`src/rtl/mmt_result_packer.sv`:
```
// mmt_result_packer: buffers single-cycle MMT result pulses in a word FIFO and
// serializes each word LSB-first as NBYTES bytes on a valid/ready byte stream.
module mmt_result_packer #(
    parameter int DATA_W = 50,
    parameter int DEPTH  = 4,
    parameter int NBYTES = 7
) (
    input  logic                     clk,
    input  logic                     rst,
    input  logic                     in_valid,
    input  logic [DATA_W-1:0]        in_value,
    output logic                     out_valid,
    output logic [7:0]               out_byte,
    output logic                     out_last,
    input  logic                     out_ready,
    input  logic                     clr_ovf,
    output logic                     overflow,
    output logic [$clog2(DEPTH):0]   fifo_cnt
);
    localparam int AW = $clog2(DEPTH);
    localparam int CW = AW + 1;
    localparam int IW = $clog2(NBYTES);
    localparam int SW = NBYTES * 8;

    typedef enum logic {S_IDLE, S_SEND} state_t;

    state_t            r_state;
    state_t            w_state_n;
    logic [DATA_W-1:0] r_mem [DEPTH];
    logic [AW-1:0]     r_wp;
    logic [AW-1:0]     r_rp;
    logic [CW-1:0]     r_cnt;
    logic [SW-1:0]     r_shreg;
    logic [IW-1:0]     r_idx;
    logic              r_ovf;
    logic              w_last;
    logic              w_accept;
    logic              w_pop;
    logic              w_push;

    assign w_last   = r_idx == IW'(NBYTES - 1);
    assign w_accept = (r_state == S_SEND) && out_ready;

    // A pop is the serializer loading the head, either from IDLE or right after a word's last byte.
    always_comb begin
        w_state_n = r_state;
        w_pop     = 1'b0;
        if (r_state == S_IDLE) begin
            w_pop     = r_cnt != '0;
            w_state_n = (r_cnt != '0) ? S_SEND : S_IDLE;
        end else if (w_accept && w_last) begin
            w_pop     = r_cnt != '0;
            w_state_n = (r_cnt != '0) ? S_SEND : S_IDLE;
        end
    end

    // A full FIFO still takes a word when the head slot is freed on the same edge.
    assign w_push = in_valid && ((r_cnt != CW'(DEPTH)) || w_pop);

    always_ff @(posedge clk) begin
        if (w_push) r_mem[r_wp] <= in_value;
    end

    always_ff @(posedge clk or posedge rst) begin
        if (rst) begin
            r_state <= S_IDLE;
            r_wp    <= '0;
            r_rp    <= '0;
            r_cnt   <= '0;
            r_shreg <= '0;
            r_idx   <= '0;
            r_ovf   <= 1'b0;
        end else begin
            r_state <= w_state_n;
            if (w_push) r_wp <= r_wp + 1'b1;
            if (w_pop) r_rp <= r_rp + 1'b1;
            r_cnt <= r_cnt + CW'(w_push) - CW'(w_pop);
            if (w_pop) begin
                r_shreg <= SW'(r_mem[r_rp]);
                r_idx   <= '0;
            end else if (w_accept) begin
                r_shreg <= r_shreg >> 8;
                r_idx   <= r_idx + 1'b1;
            end
            r_ovf <= (in_valid && !w_push) || (r_ovf && !clr_ovf);
        end
    end

    assign out_valid = r_state == S_SEND;
    assign out_byte  = r_shreg[7:0];
    assign out_last  = out_valid && w_last;
    assign overflow  = r_ovf;
    assign fifo_cnt  = r_cnt;
endmodule

```
`config.mk`:
```
export PLATFORM = sky130hd
export DESIGN_NAME = mmt_result_packer
export DESIGN_NICKNAME = d
export VERILOG_FILES = /design/src/rtl/mmt_result_packer.sv
export SDC_FILE = /design/constraint.sdc
export NUM_CORES = 1
export LEC_CHECK = 0
export ABC_AREA = 1
export CAP_MARGIN = 30
export CORE_MARGIN = 2
export CORE_UTILIZATION = 44
export DETAILED_ROUTE_END_ITERATION = 10
export GPL_ROUTABILITY_DRIVEN = 0
export PLACE_DENSITY_LB_ADDON = 0.1
export SETUP_SLACK_MARGIN = 0.5
export SLEW_MARGIN = 20
export SYNTH_ARGS = -nofsm -noshare
export SYNTH_HDL_FRONTEND = slang
export SYNTH_SLANG_ARGS = --single-unit
```
`constraint.sdc`:
```
create_clock -name clk -period 4.4 [get_ports clk]
set_clock_uncertainty 0.1 [all_clocks]
set_input_delay 1.32 -clock clk [delete_from_list [all_inputs] [get_ports clk]]
set_output_delay 1.32 -clock clk [all_outputs]
set_load 0.01 [all_outputs]
```
After elaboration in Yosys (flattened, before gate mapping). Memory sizes are Yosys's and may differ from the RTL's. Cells that the tools add are included.

Flip-flop bits (word level): 68. RAM bits: 200. Input port bits: 55. Output and inout port bits: 14. Logic and storage cells: 38. Memories: 1.

Memories: r_mem (words 4, width 50, read ports 1, clocked after memory_dff 0, write ports 1, line 29) `logic [DATA_W-1:0] r_mem [DEPTH];`.

$add $sub $neg: 5. Eq/ne operators: 2. Mux-type cells: 11. Reductions and logical operators: 12.

Operator list (number): two-way mux 56 bit (2); two-way mux 1 bit (7); logical AND 1 bit (6); two-way mux 3 bit (2); adder 2 x 1 -> 2 bit (second input constant) (2); adder 3 x 1 -> 3 bit (1); adder 3 x 1 -> 3 bit (second input constant) (1); equality test 3 bit (second input constant) (1); != test 3 bit (second input constant) (1); nonzero test 3 bit (1); subtractor 3 x 1 -> 3 bit (1); zero test 1 bit (2); logical OR 1 bit (2); nonzero test 2 bit (1).

Depth between registers and ports, before layout. Gate-level depths: netlist of the first run.

Depth after elaboration: 9. Mapped depth: 12. Depth with buffers taken out: 11.

Worst setup path before layout of the first run. Ideal clock, no wire load.

Path kind: input to register. From: input out_ready. To: memory r_mem[0][0], enable pin. Arrival: 3.826 ns. Path slack: 0.016 ns. Stages: 4. Buffers on the path: 0. Cells stage by stage: nand3_1 nand4_1 nand2_1 nor2_1.

Longest elaborated chain between the ends: 8.

Ends and longest elaborated chain: start: declaration (line 15) `input logic out_ready,`; logical AND 1 bit (line 42) `assign w_accept = (r_state == S_SEND) && out_ready;`; logical AND 1 bit (line 51) `end else if (w_accept && w_last) begin`; two-way mux 1 bit (line 51); two-way mux 1 bit (line 48) `if (r_state == S_IDLE) begin`; logical OR 1 bit (line 58) `assign w_push = in_valid && ((r_cnt != CW'(DEPTH)) || w_pop);`; logical AND 1 bit (line 58); two-way mux 1 bit (line 61) `if (w_push) r_mem[r_wp] <= in_value;`; two-way mux 1 bit (implied by the code) (line 61); end: declaration (line 29).

No other way between the ends.

Final worst setup path of the first run.
From: register r_idx[0]. To: output out_last.

Longest elaborated chain between the ends: 2.

Ends and longest elaborated chain: start: declaration (line 34) `logic [IW-1:0] r_idx;`; start signal: assignment (line 83) `r_idx <= r_idx + 1'b1;`; equality test 3 bit (line 41) `assign w_last = r_idx == IW'(NBYTES - 1);`; logical AND 1 bit (line 91) `assign out_last = out_valid && w_last;`; end: declaration (line 14) `output logic out_last,`.

No other way between the ends.

==> results of run 1 <==
registers in the layout, summed over array words and instances (netlist names):
register and flops:
r_mem 200, r_wp 2, r_shreg 50, r_rp 2
out_valid 1, r_idx 3, overflow 1, fifo_cnt 3
cell families (layout without fill, tap and decap cells):
family / Yosys count / in the layout / synth area share [%]
and+or+nand+nor: 565 / 565 / 21.00
buffers and inverters: 270 / 340 / 10.29
DFF: 262 / 262 / 65.82
AOI/OAI and AO/OA: 35 / 35 / 1.537
adders and majority gates: 9 / 9 / 1.046
xor gates and xnor gates: 4 / 4 / 0.3052
metal layers:
metal	vias up	track usage, %	share of wire [%]
li1	3732	-	-
met2	111	29.55	48
met1	3502	24.10	47
met5	-	0	0
met3	34	2.547	3.8
met4	0	4.781	2.0
metrics by stage:
step / setup WS, ps / instance area (sq um)
floorplan: 16.25 / 11480
global placement: 616.8 / 12360
detailed placement: 580.3 / 12360
CTS: 1085 / 13330
global route: 992.5 / 13330
finish: 1120 / 13330
power breakdown:
group	switching, mW	total (mW)	internal, mW
Combinational	1.47	2.22	0.751
Sequential	0.304	3.60	3.30
Clock	0.937	2.42	1.48
Total	2.72	8.25	5.53
worst max-delay path by stage:
stage               from     endpoint  slack [ps]  depth (start not counted)
6_report        r_idx[0]     out_last        1120                          4
5_1_grt         r_idx[0]     out_last         990                          4
4_1_cts         r_idx[0]     out_last        1090                          4
3_5_place_dp   out_ready  fifo_cnt[2]         580                          9
3_3_place_gp   out_ready  fifo_cnt[2]         620                          9
2_1_floorplan  out_ready  r_mem[0][0]          20                          4
placed cells by master (no fill, tap or decap), types with 2 or more instances in the layout:
cell type        instances
edfxtp_1               200
a21oi_1                 16
buf_12                   4
clkdlybuf4s50_1         68
clkinv_2                10
nand3_2                  7
nor2_4                   5
o21ai_1                  2
nand2_1                335
clkinv_1                 3
o21ai_0                 16
clkbuf_8                 6
dfrtp_1                 60
nor2_1                  37
inv_1                  200
clkbuf_16               29
bufinv_16                3
nand2_2                  3
inv_2                    2
buf_4                    9
nand3_1                174
xor2_1                   3
ha_1                     8
clkbuf_1                 3
cell type report:
class | count | area, sq um
fill | 2350 | 12500
sequential | 262 | 7562
multi-input combinational | 613 | 2773
timing repair buffer | 81 | 828.3
clock buffer | 38 | 819.5
inverter | 205 | 773.2
tap | 335 | 419.2
clock inverter | 16 | 158.9
critical path: cells and delay by family (launching register included):
family | cells | cell delay, ps
flops | 1 | 400
buf+inv | 2 | 600
fa+ha+maj | 1 | 180
simple gates | 1 | 160
==> flow_summary.json, run 1 <==
{
  "synth_cells": 1145,
  "numCtsBuffers": 29,
  "hold_path_class": "flop to flop",
  "ys_seq_elements": 262,
  "final_nets": 1256,
  "cap_viol_max_count": 0,
  "hold_viol_final": 0,
  "endpoint_kind": "output port",
  "antenna_cells": 0,
  "clkSlewWorstSetupHoldPaths_ps": 60,
  "crit_fanout": 3,
  "ioPinCount": 69,
  "die_x_microns": 165.5,
  "synth_edf_count": 200,
  "leakagePower_nw": 5.837,
  "r2r_end": "r_shreg[6]",
  "critPathMaxStageDelay_ps": 520,
  "tightestPinTransition_ps": 963.9,
  "synth.area.top_cells": "edfxtp_1 (52%), dfrtp_1 (14%), nand2_1 (11%), nand3_1 (7.6%), inv_1 (6.6%)",
  "slew_violations": 0,
  "clock_path_buffers": 3,
  "holdWs_ps": 417.5,
  "drtIter0Drc": 451,
  "wirelength_microns": 23580,
  "synth.avg_cell_area_sq_um": 10.03,
  "final_util_pct": 51.61,
  "r2r_setup_slack_ps": 1590,
  "clock_latency_ps": 540,
  "drt_pass1_iterations": 5,
  "initial_core_util_pct": 44.44,
  "required_ps": 2980,
  "place_inst": 1496,
  "synthArstFlopShare_pct": 23.66,
  "hold_buffers": 0,
  "rsz0062_at_grt": "false",
  "outcome": "complete, no violations",
  "clock_sink_count": 262,
  "dp_hpwl_microns": 12760,
  "yosysWarningCount": 0,
  "fp.dieH_microns": 165.5,
  "via_per_inst": 4.761,
  "hold_depth": 2,
  "synth_top_area_share_pct": 52.31,
  "synth_nets": 1209,
  "power.total_mw": 8.246,
  "synth.top_cells.by_count": "nand2_1 (335), inv_1 (201), edfxtp_1 (200)",
  "wl_per_cell_microns": 15.21,
  "instances_no_fill": 1550,
  "cts-root-buf": "clkbuf_16",
  "reg2reg_from": "r_rp[0]",
  "synth_cell_type_count": 28,
  "synth.most_common_cell": "nand2_1",
  "cts_tree": "built",
  "crit_slowest_cell": "clkdlybuf4s50_1",
  "finalCritPeriodShare_pct": 74.54,
  "rr_worst_depth": 7,
  "drive_above_1_share_pct": 6.914,
  "synthToLayoutAreaGrowth_pct": 16.14,
  "ys_seq_area_share_pct": 65.82,
  "ant_nets": 0,
  "rows": 59,
  "min_period_ps": 3280,
  "grt-ovfl-total": 0,
  "tns_ps": 0,
  "relSlewSlack_pct": 35.74,
  "critPathKind": "flop to output port",
  "hold_path_startpoint": "r_shreg[12]",
  "track_usage_pct": 17.63,
  "dr_total_vias": 7379,
  "power_density_nw_per_um2": 618.4,
  "antenna_found_initial": 0,
  "setup_viol": 0,
  "cp-start-kind": "flop",
  "hold_path_end": "r_shreg[12]",
  "dieArea_sq_um": 27400,
  "worstPathCellList": "inv_1 > ha_1 > and3_1 > clkdlybuf4s50_1",
  "drc": 0,
  "clock.fmax_mhz": 304.9,
  "grt_pass1_vias": 6936,
  "synth_flop_cell": "edfxtp_1",
  "yosysTopAreaCell": "edfxtp_1",
  "htree_levels": 1,
  "grt_pass1_wl_microns": 37140,
  "netlist_area_sq_um": 11480,
  "ir_worst_vdd_mv": 0.4127,
  "crit_arrival_ps": 1860,
  "io_buffer_count": 68,
  "grt_max_degree": 96,
  "design.core.area_sq_um": 25840,
  "cts_resized": 0,
  "post_cts_buffers": 0
}
No activity file was read; power rests on OpenSTA's default activity.
==> run 2, diff against run 1 <==
==> constraint.sdc (replaced) <==
create_clock -name clk -period 2.99 [get_ports clk]
set_clock_uncertainty 0.1 [all_clocks]
set_input_delay 0.897 -clock clk [delete_from_list [all_inputs] [get_ports clk]]
set_output_delay 0.897 -clock clk [all_outputs]
set_load 0.01 [all_outputs]
==> flow_summary.json, run 2 (same netlist as run 1, synthesis figures left out) <==
{
  "outcome": "complete, no violations",
  "power.total_mw": 12.31,
  "grt_max_degree": 96,
  "final_nets": 1271,
  "clock_path_buffers": 3,
  "htree_levels": 1,
  "clock.fmax_mhz": 410.6,
  "clock_latency_ps": 550,
  "grt_pass1_wl_microns": 39030,
  "crit_slowest_cell": "dfrtp_1",
  "hold_buffers": 0,
  "antenna_cells": 0,
  "drc": 0,
  "wirelength_microns": 24650,
  "power_density_nw_per_um2": 907.3,
  "drive_above_1_share_pct": 8.218,
  "slew_violations": 0,
  "clkSlewWorstSetupHoldPaths_ps": 60,
  "largest_reg_flops": 200,
  "die_x_microns": 165.5,
  "clock_sink_count": 262,
  "critPathKind": "flop to output port",
  "reg_top3": "r_mem: 200 flops, r_shreg: 50 flops",
  "cp-start-kind": "flop",
  "finalCritPeriodShare_pct": 81.46,
  "endpoint_kind": "output port",
  "hold_viol_final": 0,
  "cts-root-buf": "clkbuf_16",
  "rsz0062_at_grt": "true",
  "wl_per_cell_microns": 15.76,
  "fp.dieH_microns": 165.5,
  "place_inst": 1506,
  "final_cell_mix": "nand2_1 (334), edfxtp_1 (200), inv_1 (199), nand3_1 (173)",
  "grt-ovfl-total": 0,
  "antenna_found_initial": 0,
  "path_buf_inv": 2,
  "final_util_pct": 52.53,
  "ant_nets": 0,
  "ir_worst_vdd_mv": 0.6345,
  "cp_top_family": "flip-flops",
  "leakagePower_nw": 6.013,
  "cts_tree": "built",
  "holdWs_ps": 408.7,
  "numCtsBuffers": 28,
  "critPathMaxStageDelay_ps": 390,
  "via_per_inst": 4.800,
  "grt_pass1_vias": 7079,
  "io_buffer_count": 68,
  "worstPathCellList": "inv_2 > ha_2 > and3_1 > buf_2",
  "post-place-ws_ps": -15.88,
  "track_usage_pct": 18.45,
  "dp_hpwl_microns": 14390,
  "initial_core_util_pct": 44.44,
  "cap_viol_max_count": 0,
  "min_period_ps": 2436,
  "relSlewSlack_pct": 52.36,
  "setup_ws_ps": 554.3,
  "hold_path_class": "flop to flop",
  "design.core.area_sq_um": 25840,
  "crit_fanout": 2,
  "layout_commonest_cell": "nand2_1",
  "r2r_setup_slack_ps": 710,
  "drt_pass1_iterations": 6,
  "dr_total_vias": 7507,
  "setup_viol": 0,
  "rows": 59,
  "instances_no_fill": 1564,
  "synthToLayoutAreaGrowth_pct": 18.21,
  "ioPinCount": 69,
  "drtIter0Drc": 572,
  "tightestPinTransition_ps": 714.5,
  "required_ps": 1990,
  "crit_arrival_ps": 1440,
  "dieArea_sq_um": 27400,
  "largest-register": "r_mem"
}
==> run 2: cell count changes in the layout (fill, tap and decap cells not counted), sizes merged <==
cell and delta:
dlymetal6s2s +7, buf +17, clkinv -1, clkinvlp +1
dlygate4sd2 +2, clkdlybuf4s50 -10, inv -1, clkbuf -1
==> run 2: area by class of cell <==
type | count | area, sq um
Clock inverter | 15 | 161.4
Multi-Input combinational cell | 613 | 2798
Sequential cell | 262 | 7565
Timing Repair Buffer | 97 | 1109
Inverter | 205 | 775.7
Fill cell | 2379 | 12270
Clock buffer | 37 | 744.5
Tap cell | 335 | 419.2
==> run 2: routing by layer <==
metal  part of all wire [%]  vias up  global-route usage (%)
li1                       -     3759                       -
met1                     46     3594                   25.51
met2                     48      122                   31.12
met3                    3.7       32                   2.622
met4                    1.7        0                   4.036
met5                      0        -                       0
==> run 2: final timing paths <==
kind / from / to / depth (start not counted)
min in group asynchronous: rst / r_shreg[2] / 2
worst max-delay path: r_idx[0] / out_last / 4
worst min register to register: r_shreg[49] / r_shreg[49] / 2
worst min-delay path: r_shreg[49] / r_shreg[49] / 2
worst max register to register: r_idx[0] / fifo_cnt[2] / 11
max in group asynchronous: rst / r_shreg[36] / 3
==> run 2: report_power, final <==
group | internal [mW] | switching [mW] | total, mW | leakage (nW)
sequential | 4.85 | 0.440 | 5.29 | 2.65
combinational | 1.28 | 2.33 | 3.62 | 2.92
clock | 2.01 | 1.39 | 3.40 | 0.446
==> run 2: repair_timing <==
action | in CTS | in global routing
pin swaps | 0 | 0
endpoints found under the setup margin | 6 | 8
setup buffers | 6 | 0
resized for setup | 9 | 8
==> run 2: tightest hold or removal path: stages, from the launching register on <==
cell and delay, ps:
dfrtp_1 340, nand3_1 70, nand2_1 60
==> run 2: per-stage QoR <==
step	TNS [ps]	cell area, sq um
5_1_grt	0	13570
6_report	0	13570
4_1_cts	0	13560
2_1_floorplan	0	11540
3_3_place_gp	0	12610
3_5_place_dp	-15.88	12610
